--- config.mk ---
export PLATFORM = sky130hd
export DESIGN_NAME = mem_ext_loader_flat
export DESIGN_NICKNAME = d
export VERILOG_FILES = /design/src/rtl/mem_ext_loader_if.sv /design/src/rtl/mem_ext_loader.sv /design/src/flat_wrapper.sv
export SDC_FILE = /design/constraint.sdc
export NUM_CORES = 1
export LEC_CHECK = 0
export ABC_AREA = 1
export BUFFER_PORTS_ARGS = -buffer_cell sky130_fd_sc_hd__buf_2
export CORE_AREA = 2 2 190 192
export CTS_BUF_LIST = sky130_fd_sc_hd__clkbuf_2 sky130_fd_sc_hd__clkbuf_4 sky130_fd_sc_hd__clkbuf_8
export DETAILED_ROUTE_END_ITERATION = 8
export DIE_AREA = 0 0 192 194
export PLACE_DENSITY = 0.55
export SETUP_SLACK_MARGIN = 0.1
export SYNTH_ARGS = -nofsm -noshare
export SYNTH_HDL_FRONTEND = slang
export SYNTH_SLANG_ARGS = --single-unit
--- constraint.sdc ---
create_clock -name clk -period 4.2 [get_ports clk]
set_input_delay 0 -clock clk [delete_from_list [all_inputs] [get_ports clk]]
set_output_delay 0 -clock clk [all_outputs]
set_load 0.02 [all_outputs]
--- src/rtl/mem_ext_loader_if.sv ---
// Bus bundle between the host-side loader and the CPU external memory ports.
// LOADER_CHECKSUM_EN adds the dump_sum output.
interface mem_ext_loader_if #(
    parameter int CNT_W = 10
);
    logic             cfg_start;
    logic [CNT_W-1:0] cfg_imem_words;
    logic [CNT_W-1:0] cfg_dmem_words;
    logic [31:0]      cfg_run_cycles;
    logic [CNT_W-1:0] cfg_dump_words;
    logic             in_valid;
    logic             in_ready;
    logic [63:0]      in_data;
    logic             out_valid;
    logic             out_ready;
    logic [63:0]      out_data;
    logic             enable;
    logic [63:0]      addr_ext;
    logic             wen_ext;
    logic             ren_ext;
    logic [31:0]      wdata_ext;
    logic [63:0]      addr_ext_2;
    logic             wen_ext_2;
    logic             ren_ext_2;
    logic [63:0]      wdata_ext_2;
    logic [63:0]      rdata_ext_2;
    logic             busy;
    logic             done;
    logic [2:0]       dbg_state;
`ifdef LOADER_CHECKSUM_EN
    logic [63:0]      dump_sum;
`endif

    // Both streams are valid/ready: a word moves on a cycle where valid and ready are both high;
    // the sender holds valid and data stable until that cycle.
    modport master (
        input  cfg_start, cfg_imem_words, cfg_dmem_words, cfg_run_cycles, cfg_dump_words,
        input  in_valid, in_data, out_ready, rdata_ext_2,
        output in_ready, out_valid, out_data, enable,
        output addr_ext, wen_ext, ren_ext, wdata_ext,
        output addr_ext_2, wen_ext_2, ren_ext_2, wdata_ext_2,
        output busy, done, dbg_state
`ifdef LOADER_CHECKSUM_EN
        , output dump_sum
`endif
    );

    modport slave (
        output cfg_start, cfg_imem_words, cfg_dmem_words, cfg_run_cycles, cfg_dump_words,
        output in_valid, in_data, out_ready, rdata_ext_2,
        input  in_ready, out_valid, out_data, enable,
        input  addr_ext, wen_ext, ren_ext, wdata_ext,
        input  addr_ext_2, wen_ext_2, ren_ext_2, wdata_ext_2,
        input  busy, done, dbg_state
`ifdef LOADER_CHECKSUM_EN
        , input dump_sum
`endif
    );
endinterface

--- src/rtl/mem_ext_loader.sv ---
// Loads imem/dmem from a stream, runs the core for N cycles, then streams a dmem window back.
// Optional LOADER_CHECKSUM_EN: modulo-2^64 sum of accepted dump words on dump_sum.
module mem_ext_loader #(
    parameter int          CNT_W     = 10,
    parameter int          READ_LAT  = 1,
    parameter logic [63:0] DUMP_BASE = 64'd0
) (
    input logic           clk,
    input logic           arst_n,
    mem_ext_loader_if.master bus
);
    typedef enum logic [2:0] {
        IDLE      = 3'd0,
        LOAD_I    = 3'd1,
        LOAD_D    = 3'd2,
        RUN       = 3'd3,
        DUMP_RD   = 3'd4,
        DUMP_WAIT = 3'd5,
        DUMP_OUT  = 3'd6,
        DONE      = 3'd7
    } state_t;

    localparam int               LAT_W   = (READ_LAT > 2) ? $clog2(READ_LAT) : 1;
    localparam logic [CNT_W-1:0] K_ONE   = CNT_W'(1);
    localparam logic [LAT_W-1:0] LAT_ONE = LAT_W'(1);

    state_t           state_q, state_d;
    logic [CNT_W-1:0] k_q, k_d;
    logic [CNT_W-1:0] imem_n_q, imem_n_d;
    logic [CNT_W-1:0] dmem_n_q, dmem_n_d;
    logic [CNT_W-1:0] dump_n_q, dump_n_d;
    logic [31:0]      run_q, run_d;
    logic [LAT_W-1:0] lat_q, lat_d;
    logic             first_q, first_d;
    logic [63:0]      odata_q, odata_d;

    // First phase, in load/run/dump order, whose count is nonzero.
    function automatic state_t pick(input logic i_nz, input logic d_nz,
                                    input logic r_nz, input logic u_nz);
        if (i_nz)      return LOAD_I;
        else if (d_nz) return LOAD_D;
        else if (r_nz) return RUN;
        else if (u_nz) return DUMP_RD;
        else           return DONE;
    endfunction

    always_comb begin
        state_d  = state_q;
        k_d      = k_q;
        imem_n_d = imem_n_q;
        dmem_n_d = dmem_n_q;
        dump_n_d = dump_n_q;
        run_d    = run_q;
        lat_d    = lat_q;
        first_d  = 1'b0;
        odata_d  = odata_q;

        bus.in_ready    = 1'b0;
        bus.out_valid   = 1'b0;
        bus.out_data    = odata_q;
        bus.enable      = 1'b0;
        bus.addr_ext    = 64'd0;
        bus.wen_ext     = 1'b0;
        bus.ren_ext     = 1'b0;
        bus.wdata_ext   = 32'd0;
        bus.addr_ext_2  = 64'd0;
        bus.wen_ext_2   = 1'b0;
        bus.ren_ext_2   = 1'b0;
        bus.wdata_ext_2 = 64'd0;
        bus.busy        = (state_q != IDLE);
        bus.done        = 1'b0;
        bus.dbg_state   = state_q;

        case (state_q)
            IDLE: begin
                if (bus.cfg_start) begin
                    imem_n_d = bus.cfg_imem_words;
                    dmem_n_d = bus.cfg_dmem_words;
                    dump_n_d = bus.cfg_dump_words;
                    run_d    = bus.cfg_run_cycles;
                    k_d      = '0;
                    state_d  = pick(bus.cfg_imem_words != '0, bus.cfg_dmem_words != '0,
                                    bus.cfg_run_cycles != 32'd0, bus.cfg_dump_words != '0);
                end
            end
            LOAD_I: begin
                bus.in_ready = 1'b1;
                if (bus.in_valid) begin
                    bus.wen_ext   = 1'b1;
                    bus.addr_ext  = 64'(k_q) << 2;
                    bus.wdata_ext = bus.in_data[31:0];
                    if (k_q == imem_n_q - K_ONE) begin
                        k_d     = '0;
                        state_d = pick(1'b0, dmem_n_q != '0, run_q != 32'd0, dump_n_q != '0);
                    end else begin
                        k_d = k_q + K_ONE;
                    end
                end
            end
            LOAD_D: begin
                bus.in_ready = 1'b1;
                if (bus.in_valid) begin
                    bus.wen_ext_2   = 1'b1;
                    bus.addr_ext_2  = 64'(k_q) << 3;
                    bus.wdata_ext_2 = bus.in_data;
                    if (k_q == dmem_n_q - K_ONE) begin
                        k_d     = '0;
                        state_d = pick(1'b0, 1'b0, run_q != 32'd0, dump_n_q != '0);
                    end else begin
                        k_d = k_q + K_ONE;
                    end
                end
            end
            RUN: begin
                // run_q was loaded with the cycle count at start and is only consumed here.
                bus.enable = 1'b1;
                if (run_q == 32'd1) begin
                    run_d   = 32'd0;
                    k_d     = '0;
                    state_d = pick(1'b0, 1'b0, 1'b0, dump_n_q != '0);
                end else begin
                    run_d = run_q - 32'd1;
                end
            end
            DUMP_RD: begin
                bus.ren_ext_2  = 1'b1;
                bus.addr_ext_2 = DUMP_BASE + (64'(k_q) << 3);
                if (READ_LAT <= 1) begin
                    state_d = DUMP_OUT;
                    first_d = 1'b1;
                end else begin
                    state_d = DUMP_WAIT;
                    lat_d   = LAT_W'(READ_LAT - 2);
                end
            end
            DUMP_WAIT: begin
                if (lat_q == '0) begin
                    state_d = DUMP_OUT;
                    first_d = 1'b1;
                end else begin
                    lat_d = lat_q - LAT_ONE;
                end
            end
            DUMP_OUT: begin
                // Read data is valid in the first DUMP_OUT cycle; it is passed through and
                // captured then, so a stalled word is held from the register afterwards.
                bus.out_valid = 1'b1;
                if (first_q) begin
                    bus.out_data = bus.rdata_ext_2;
                    odata_d      = bus.rdata_ext_2;
                end
                if (bus.out_ready) begin
                    if (k_q == dump_n_q - K_ONE) begin
                        k_d     = '0;
                        state_d = DONE;
                    end else begin
                        k_d     = k_q + K_ONE;
                        state_d = DUMP_RD;
                    end
                end
            end
            DONE: begin
                bus.done = 1'b1;
                state_d  = IDLE;
            end
            default: state_d = IDLE;
        endcase
    end

    always_ff @(posedge clk or negedge arst_n) begin
        if (!arst_n) begin
            state_q  <= IDLE;
            k_q      <= '0;
            imem_n_q <= '0;
            dmem_n_q <= '0;
            dump_n_q <= '0;
            run_q    <= 32'd0;
            lat_q    <= '0;
            first_q  <= 1'b0;
            odata_q  <= 64'd0;
        end else begin
            state_q  <= state_d;
            k_q      <= k_d;
            imem_n_q <= imem_n_d;
            dmem_n_q <= dmem_n_d;
            dump_n_q <= dump_n_d;
            run_q    <= run_d;
            lat_q    <= lat_d;
            first_q  <= first_d;
            odata_q  <= odata_d;
        end
    end

`ifdef LOADER_CHECKSUM_EN
    logic [63:0] sum_q, sum_d;

    always_comb begin
        sum_d = sum_q;
        if (state_q == IDLE && bus.cfg_start) begin
            sum_d = 64'd0;
        end else if (state_q == DUMP_OUT && bus.out_ready) begin
            sum_d = sum_q + bus.out_data;
        end
    end

    always_ff @(posedge clk or negedge arst_n) begin
        if (!arst_n) sum_q <= 64'd0;
        else         sum_q <= sum_d;
    end

    assign bus.dump_sum = sum_q;
`endif

endmodule

--- src/flat_wrapper.sv ---
// flat-port wrapper written by rule: the top's interface ports become plain ports
module mem_ext_loader_flat 
#(
    parameter int          CNT_W     = 10,
    parameter int          READ_LAT  = 1,
    parameter logic [63:0] DUMP_BASE = 64'd0
)
  (clk, arst_n, bus_cfg_start, bus_cfg_imem_words, bus_cfg_dmem_words, bus_cfg_run_cycles, bus_cfg_dump_words, bus_in_valid, bus_in_data, bus_out_ready, bus_rdata_ext_2, bus_in_ready, bus_out_valid, bus_out_data, bus_enable, bus_addr_ext, bus_wen_ext, bus_ren_ext, bus_wdata_ext, bus_addr_ext_2, bus_wen_ext_2, bus_ren_ext_2, bus_wdata_ext_2, bus_busy, bus_done, bus_dbg_state);
  mem_ext_loader_if #(.CNT_W(CNT_W)) bus_i ();
  input logic clk;
  input logic arst_n;
  input wire logic [$bits(bus_i.cfg_start)-1:0] bus_cfg_start;
  input wire logic [$bits(bus_i.cfg_imem_words)-1:0] bus_cfg_imem_words;
  input wire logic [$bits(bus_i.cfg_dmem_words)-1:0] bus_cfg_dmem_words;
  input wire logic [$bits(bus_i.cfg_run_cycles)-1:0] bus_cfg_run_cycles;
  input wire logic [$bits(bus_i.cfg_dump_words)-1:0] bus_cfg_dump_words;
  input wire logic [$bits(bus_i.in_valid)-1:0] bus_in_valid;
  input wire logic [$bits(bus_i.in_data)-1:0] bus_in_data;
  input wire logic [$bits(bus_i.out_ready)-1:0] bus_out_ready;
  input wire logic [$bits(bus_i.rdata_ext_2)-1:0] bus_rdata_ext_2;
  output wire logic [$bits(bus_i.in_ready)-1:0] bus_in_ready;
  output wire logic [$bits(bus_i.out_valid)-1:0] bus_out_valid;
  output wire logic [$bits(bus_i.out_data)-1:0] bus_out_data;
  output wire logic [$bits(bus_i.enable)-1:0] bus_enable;
  output wire logic [$bits(bus_i.addr_ext)-1:0] bus_addr_ext;
  output wire logic [$bits(bus_i.wen_ext)-1:0] bus_wen_ext;
  output wire logic [$bits(bus_i.ren_ext)-1:0] bus_ren_ext;
  output wire logic [$bits(bus_i.wdata_ext)-1:0] bus_wdata_ext;
  output wire logic [$bits(bus_i.addr_ext_2)-1:0] bus_addr_ext_2;
  output wire logic [$bits(bus_i.wen_ext_2)-1:0] bus_wen_ext_2;
  output wire logic [$bits(bus_i.ren_ext_2)-1:0] bus_ren_ext_2;
  output wire logic [$bits(bus_i.wdata_ext_2)-1:0] bus_wdata_ext_2;
  output wire logic [$bits(bus_i.busy)-1:0] bus_busy;
  output wire logic [$bits(bus_i.done)-1:0] bus_done;
  output wire logic [$bits(bus_i.dbg_state)-1:0] bus_dbg_state;
  assign bus_i.cfg_start = bus_cfg_start;
  assign bus_i.cfg_imem_words = bus_cfg_imem_words;
  assign bus_i.cfg_dmem_words = bus_cfg_dmem_words;
  assign bus_i.cfg_run_cycles = bus_cfg_run_cycles;
  assign bus_i.cfg_dump_words = bus_cfg_dump_words;
  assign bus_i.in_valid = bus_in_valid;
  assign bus_i.in_data = bus_in_data;
  assign bus_i.out_ready = bus_out_ready;
  assign bus_i.rdata_ext_2 = bus_rdata_ext_2;
  assign bus_in_ready = bus_i.in_ready;
  assign bus_out_valid = bus_i.out_valid;
  assign bus_out_data = bus_i.out_data;
  assign bus_enable = bus_i.enable;
  assign bus_addr_ext = bus_i.addr_ext;
  assign bus_wen_ext = bus_i.wen_ext;
  assign bus_ren_ext = bus_i.ren_ext;
  assign bus_wdata_ext = bus_i.wdata_ext;
  assign bus_addr_ext_2 = bus_i.addr_ext_2;
  assign bus_wen_ext_2 = bus_i.wen_ext_2;
  assign bus_ren_ext_2 = bus_i.ren_ext_2;
  assign bus_wdata_ext_2 = bus_i.wdata_ext_2;
  assign bus_busy = bus_i.busy;
  assign bus_done = bus_i.done;
  assign bus_dbg_state = bus_i.dbg_state;
  mem_ext_loader #(.CNT_W(CNT_W), .READ_LAT(READ_LAT), .DUMP_BASE(DUMP_BASE)) u_core (.clk(clk), .arst_n(arst_n), .bus(bus_i));
endmodule
==> results of run 1 <==
per-layer routing:
metal / wire (microns) / vias up
li1: - / 4900
met1: 14300 / 4598
met2: 15300 / 318
met3: 2460 / 40
met4: 601 / 2
met5: 13 / -
power by group through the flow:
stage	Combinational, W	Clock, W	Sequential [W]
after detailed placement	0.00395	0	0.00233
after global placement	0.00390	0	0.00232
after global routing	0.00453	0.00143	0.00238
after floorplan	0.00299	0	0.00223
final	0.00406	0.00132	0.00231
after CTS	0.00407	0.00136	0.00230
registers in the layout, indices dropped and copies added (netlist names):
signal                flops
u_core.odata_q           64
u_core.first_q            1
u_core.imem_n_q          10
u_core.dump_n_q          10
u_core.run_q             32
u_core.k_q               10
u_core.bus.dbg_state      3
u_core.dmem_n_q          10
cell type report:
cell class              count  area (sq um)  share of cell area
clock buffers              19           262              0.0195
inverters                 159           609              0.0453
repair buffers            518          3250               0.242
clock inverters            13           213              0.0158
flip-flops and latches    140          3500               0.261
multi-input cells         975          5020               0.374
well taps                 461           577              0.0429
diodes                      1          2.50            0.000186
worst register-to-register path, stage by stage, from the launching register on:
cell	delay, ns
dfrtp_1	0.46
inv_2	0.12
nor2_2	0.05
inv_2	0.16
nor2_8	0.06
nand2_2	0.46
buf_4	0.58
mux2_1	0.44
timing repair:
item,4_1_cts,5_1_grt
hold endpoints to repair,226,0
setup buffers,0,0
hold buffers,129,0
cells in the final DEF, fill, tap and decap left out, types with 4 or more instances in the layout:
cell type      count
nor2_2            16
ha_1               6
nor2_1           244
inv_1            137
o21ai_0           54
a22oi_1           17
mux2_1            60
a21oi_1           16
dlygate4sd3_1    129
bufinv_16          5
xor2_1            31
nand3_1           61
dfrtp_1          140
clkbuf_8          19
o21ai_1           18
nor3_1            16
o22ai_1            4
conb_1           109
mux2_2             4
nand2_1          254
nand4_1           16
buf_2            384
inv_2             17
nor2_4             5
xnor2_1           13
buf_4              4
per-stage QoR:
step / utilization / cell area [sq um] / hold slack (ns) / cells / total power, W
5_1_grt: 0.382 / 13400 / 0.137 / 2286 / 0.00835
3_3_place_gp: 0.331 / 11700 / 0.208 / 2124 / 0.00622
6_report: 0.382 / 13400 / 0.131 / 2286 / 0.00769
2_1_floorplan: - / 10200 / -0.296 / 1426 / 0.00521
3_5_place_dp: 0.331 / 11700 / 0.207 / 2124 / 0.00628
4_1_cts: 0.382 / 13400 / 0.100 / 2285 / 0.00773
kinds of logic (layout without fill, tap and decap cells):
kind of cell	Yosys count	after routing	share of synthesized area
buffers and inverters	311	709	0.167
adder cells (fa/ha/maj)	6	6	0.00770
multiplexers	65	65	0.0749
AND/OR/NAND/NOR	634	634	0.281
other	1	110	0.000385
XOR/XNOR	45	45	0.0418
flip-flops	140	140	0.359
AO/OA/AOI/OAI	116	116	0.0679
final timing paths:
| kind | start | endpoint | slack (ns) | cells after the start |
|---|---|---|---|---|
| hold / removal | bus_cfg_imem_words[5] | u_core.bus.dbg_state[0] | 0.13 | 7 |
| max in group asynchronous | arst_n | u_core.odata_q[13] | 2.81 | 3 |
| setup / recovery | u_core.bus.dbg_state[1] | bus_out_data[62] | 1.23 | 8 |
| min in group asynchronous | arst_n | u_core.run_q[16] | 0.22 | 2 |
| setup reg to reg | u_core.bus.dbg_state[1] | u_core.odata_q[62] | 1.73 | 7 |
| hold reg to reg | u_core.odata_q[31] | u_core.odata_q[31] | 0.49 | 1 |
==> metrics.md, run 1 <==
| Metric | Value |
|---|---|
| Initial antenna violation count | 2 |
| Leakage dissipation | 7.15 nW |
| Highest Clock Rate | about 0.34 GHz |
| Largest net degree at the start of global routing | 101 |
| Post-Syn Area | around 0.0097 sq mm |
| Peak VDD IR | roughly 0.00024 V |
| Row count | between 60 and 70 |
| YS warnings | 0 |
| Die Span Y | 194 microns |
| Seq cells post-synth | 140 |
| Worst clock skew | roughly 0.014 ns |
| Max-Slew Margin vs Limit | 0.340 |
| Drt first-iter violations | 556 |
| Pwr Density | 572 mW/mm^2 |
| Max-cap check violation count | 0 |
| Die Width | about 190 microns |
| Critical setup path kind | flop to output port |
| DP HPWL | around 25000 microns |
| Worst path bufs/invs | 4 |
| Most common cell in the synthesized netlist | nand2_1 |
| Final wirelength | 32700 microns |
| Top cells by area, synth | dfrtp_1 (36%), nand2_1 (9.8%), nor2_1 (9.4%) |
| Starting density of the core | 0.277 |
| Sw power | ~0.0037 W |
| Post-Syn Area per Cell | 7.40 sq um |
| Post-route ant nets | 0 |
| CP Data Arrival Time | between 2 and 3 ns |
| GRT Overall Usage | 0.175 |
| Fill cell count | 3642 |
| Share of layout cells above drive strength 1 | 0.267 |
| Hold WC Path Type | input pin to flop |
| CTS Sinks | 140 |
| CTS tree | done |
| Worst skew pair latency | 0.46 ns |
| Port Buf Inserts | approximately 390 |
| Crit-path cells | inv_2 -> nor2_2 -> inv_2 -> nor2_8 -> nand2_2 -> buf_4 -> mux2_1 -> buf_2 |
| Critical path startpoint category | flop |
| CTS resizes | 0 |
| Fin Setup TNS | 0 ns |
| Vias in the first global route | between 9000 and 10000 |
| GRT Max-Usage Layer | met2 |
| Crit path max-delay cell type | buf_4 |
| Most frequent cells after synthesis | nand2_1 (255), nor2_1 (244), dfrtp_1 (140) |
| Clk slew on worst S/H paths | approximately 0.080 ns |
| Register area share after synthesis | 0.359 |
| Dpl ws | 1.67 ns |
| Post-DR wirelength/cell | 14.3 microns |
| DRC viols | 0 |
| Combinational cell fraction of total power | 0.528 |
| Vias | ~10000 |
| Synth top area share | 0.359 |
| DR vias/cell | 4.31 |
| Fin nets | around 2000 |
| Critical path peak fanout | 41 |
| Fin crit period | approximately 3.0 ns |
| Fin crit share | 0.708 |
| Max incr delay on CP | 0.57 ns |
| GP Congestion | about 0.92 |
| Most used cell, CP | inv_2 |
| EDFF count, synth | 0 |
| Clock power share | 0.172 |
| Slew Limit Fails | 0 |
| DIE AREA | between 0.03 and 0.04 sq mm |
| Switching share of power | 0.482 |
| Unique masters post-synth | 48 |
| Total CTS buffers | 17 |
| Fin worst setup slack | ~1.2 ns |
| Synth Flop Type | dfrtp_1 |
| Maximum clock insertion buffer count | 2 |
| Cell taking the most area after synthesis | dfrtp_1 |
| Core area | 0.0352 sq mm |
| Remaining global-route overflow | 0 |
| Area Growth Syn to Fin | 37.9% |
| Crit end category | output port |
| CP delay by family, top | buffers and inverters |
| Ports | around 500 |
| Setup violators final | 0 |
| Status | finished, final reports clean |
| Flop pwr share | 0.301 |
| Met3 Use GR | 0.0523 |
| Required time of the critical path | about 4.2 ns |
| Grt met2 use | 0.285 |
| First-pass GRT wire length | 51400 microns |
| Routing usage on met1 | 0.226 |
| Final Hold Viols | 0 |
| Unrepaired setup endpoints after global routing | false |
| H-tree levels | 4 |
| Async set or reset register ratio after synthesis | 1.00 |
| Slew @ Worst Pin | a little under 1 ns |
| DRT Pass-1 Iters | 5 |
| Cells after Synth | roughly 1300 |
| Root Driver | clkbuf_8 |
| Cell-internal power | about 0.004 W |
Note: power is estimated with default switching activity, not from simulation.
==> inputs of run 2 (changes only) <==
--- a/config.mk
+++ b/config.mk
@@ -11,7 +11,7 @@
 export CTS_BUF_LIST = sky130_fd_sc_hd__clkbuf_2 sky130_fd_sc_hd__clkbuf_4 sky130_fd_sc_hd__clkbuf_8
 export DETAILED_ROUTE_END_ITERATION = 8
 export DIE_AREA = 0 0 192 194
-export PLACE_DENSITY = 0.55
+export PLACE_DENSITY = 0.57
 export SETUP_SLACK_MARGIN = 0.1
 export SYNTH_ARGS = -nofsm -noshare
 export SYNTH_HDL_FRONTEND = slang
==> constraint.sdc (replaced) <==
create_clock -name clk -period 2.45 [get_ports clk]
set_input_delay 0 -clock clk [delete_from_list [all_inputs] [get_ports clk]]
set_output_delay 0 -clock clk [all_outputs]
set_load 0.02 [all_outputs]
==> metrics.md, run 2 (same netlist as run 1, synthesis figures left out) <==
| Metric | Value |
|---|---|
| Total CTS buffers | 17 |
| Cell Count Post-Placement | about 2100 |
| Worst R2R Start | u_core.dmem_n_q[0] |
| Hold WC Path Type | input pin to asynchronous set/reset pin |
| Status | finished, final reports clean |
| Remaining global-route overflow | 0 |
| Fin Setup TNS | 0 ns |
| Largest net degree at the start of global routing | between 90 and 100 |
| H-tree levels | 4 |
| First-pass GRT wire length | 50200 microns |
| Worst reg-to-reg setup slack | approximately 0.30 ns |
| Worst path bufs/invs | 4 |
| Post-route ant nets | 0 |
| Row count | 69 |
| Share of layout cells above drive strength 1 | 0.278 |
| CTS Sinks | 140 |
| Maximum clock insertion buffer count | 2 |
| GRT Overall Usage | 0.171 |
| Worst skew pair latency | 0.49 ns |
| Max-cap check violation count | 0 |
| Setup violators final | 0 |
| Unrepaired setup endpoints after global routing | true |
| Pwr Density | 959 mW/mm^2 |
| CP delay by family, top | simple AND/OR/NAND/NOR gates |
| Max reg flops | 64 |
| DR vias/cell | 4.35 |
| DRT Pass-1 Iters | 5 |
| Final Hold Viols | 0 |
| Worst clock skew | 0.0222 ns |
| Highest Clock Rate | 0.446 GHz |
| Drt first-iter violations | ~550 |
| Clk slew on worst S/H paths | 0.11 ns |
| Required time of the critical path | 2.45 ns |
| Critical setup path kind | flop to output port |
| CP Data Arrival Time | about 2.2 ns |
| Area Growth Syn to Fin | 39.2% |
| Fin crit period | 2.24 ns |
| Final std cells w/o fill | ~2300 |
| Register-to-Register Path Depth | 12 |
| Port Buf Inserts | roughly 390 |
| Registers with the most flip-flops | u_core.odata_q (64), u_core.run_q (32) |
| Post-DR wirelength/cell | 14.4 microns |
| R2R Path End | u_core.k_q[5] |
| Vias in the first global route | approximately 9500 |
| DP HPWL | roughly 25000 microns |
| Crit-path cells | nor2_2 -> inv_2 -> nor2_4 -> inv_2 -> nor2_4 -> inv_4 -> nor2_1 -> buf_2 |
| CTS tree | done |
| Worst Setup SP | u_core.bus.dbg_state[0] |
| Critical path peak fanout | 32 |
| Leakage dissipation | ~7.2 nW |
| Slew @ Worst Pin | approximately 0.94 ns |
| Root Driver | clkbuf_8 |
| DRC viols | 0 |
| Vias | between 10000 and 15000 |
| Ports | around 500 |
| Starting density of the core | 0.277 |
| Die Span Y | ~190 microns |
| Max incr delay on CP | 0.43 ns |
| Crit path max-delay cell type | dfrtp_2 |
| Max-Slew Margin vs Limit | 0.374 |
| Core area | approximately 0.035 sq mm |
| Most frequent cells in the layout | buf_2 (384), nand2_1 (253), nor2_1 (241), dfrtp_1 (137), inv_1 (136) |
| Crit end category | output port |
| GP Congestion | about 0.86 |
| Critical path startpoint category | flop |
| Most common cell after layout, fill and taps aside | buf_2 |
| Final wirelength | ~33000 microns |
| Die Width | approximately 190 microns |
| Initial antenna violation count | 3 |
| Peak VDD IR | between 0.0005 and 0.0006 V |
| Most flop-heavy register | u_core.odata_q |
| DIE AREA | between 0.03 and 0.04 sq mm |
| Fin nets | 2028 |
| Slew Limit Fails | 0 |
| Fin crit share | 0.915 |
run 2: where the power goes:
group / total [W] / switching, W / internal (W)
registers: 0.00395 / 0.000729 / 0.00322
clock network: 0.00190 / 0.00107 / 0.000833
logic: 0.00716 / 0.00471 / 0.00246
run 2: how the worst max path moves through the flow:
stage                                     end  depth (start not counted)
after floorplan           bus_wdata_ext_2[10]                          9
after global placement     u_core.dmem_n_q[0]                          6
after detailed placement        u_core.k_q[5]                         12
after CTS                    bus_out_data[48]                          8
after global routing            u_core.k_q[0]                         12
final                     bus_wdata_ext_2[20]                          8
run 2: area by class of cell:
cell class / count / area (sq um)
Antenna cell: 3 / 7.51
Clock buffer: 18 / 241
Clock inverter: 14 / 136
Fill cell: 3649 / 21600
Inverter: 159 / 612
Multi-Input combinational cell: 975 / 5060
Sequential cell: 140 / 3510
Tap cell: 461 / 577
Timing Repair Buffer: 534 / 3440
run 2: what timing repair did:
action	4_1_cts	5_1_grt
endpoints found under the hold margin	215	0
setup buffers	2	0
endpoints found under the setup margin	107	56
gates resized for setup	7	7
hold buffers	129	0
cloned	1	1
run 2: worst register-to-register path, delay by kind of cell (launching register included):
family                     cells  cell delay [ns]
AOI/OAI and AO/OA              1             0.05
xor gates and xnor gates       1             0.16
adders and majority gates      1             0.24
buffers and inverters          1             0.17
DFF                            1             0.41
and+or+nand+nor                8             1.03
run 2: metrics by stage:
| step | hold WS, ns | instance area [sq um] | utilization | power, W | setup WS, ns |
|---|---|---|---|---|---|
| final | 0.123 | 13600 | 0.385 | 0.0130 | 0.209 |
| after global placement | 0.169 | 11800 | 0.335 | 0.0108 | 0.291 |
| after global routing | 0.221 | 13600 | 0.385 | 0.0141 | 0.0879 |
| after detailed placement | 0.173 | 11800 | 0.335 | 0.0109 | 0.258 |
| after floorplan | -0.296 | 10200 | - | 0.00894 | 0.523 |
| after CTS | 0.196 | 13500 | 0.384 | 0.0130 | 0.127 |
run 2: routing by layer:
layer	wire length, microns	share of wire	up-vias	track usage
met2	15900	0.48	321	0.282
met5	0	0	-	0
li1	-	-	4940	-
met1	14500	0.44	4707	0.220
met4	733	0.022	0	0.0523
met3	1980	0.060	49	0.0396
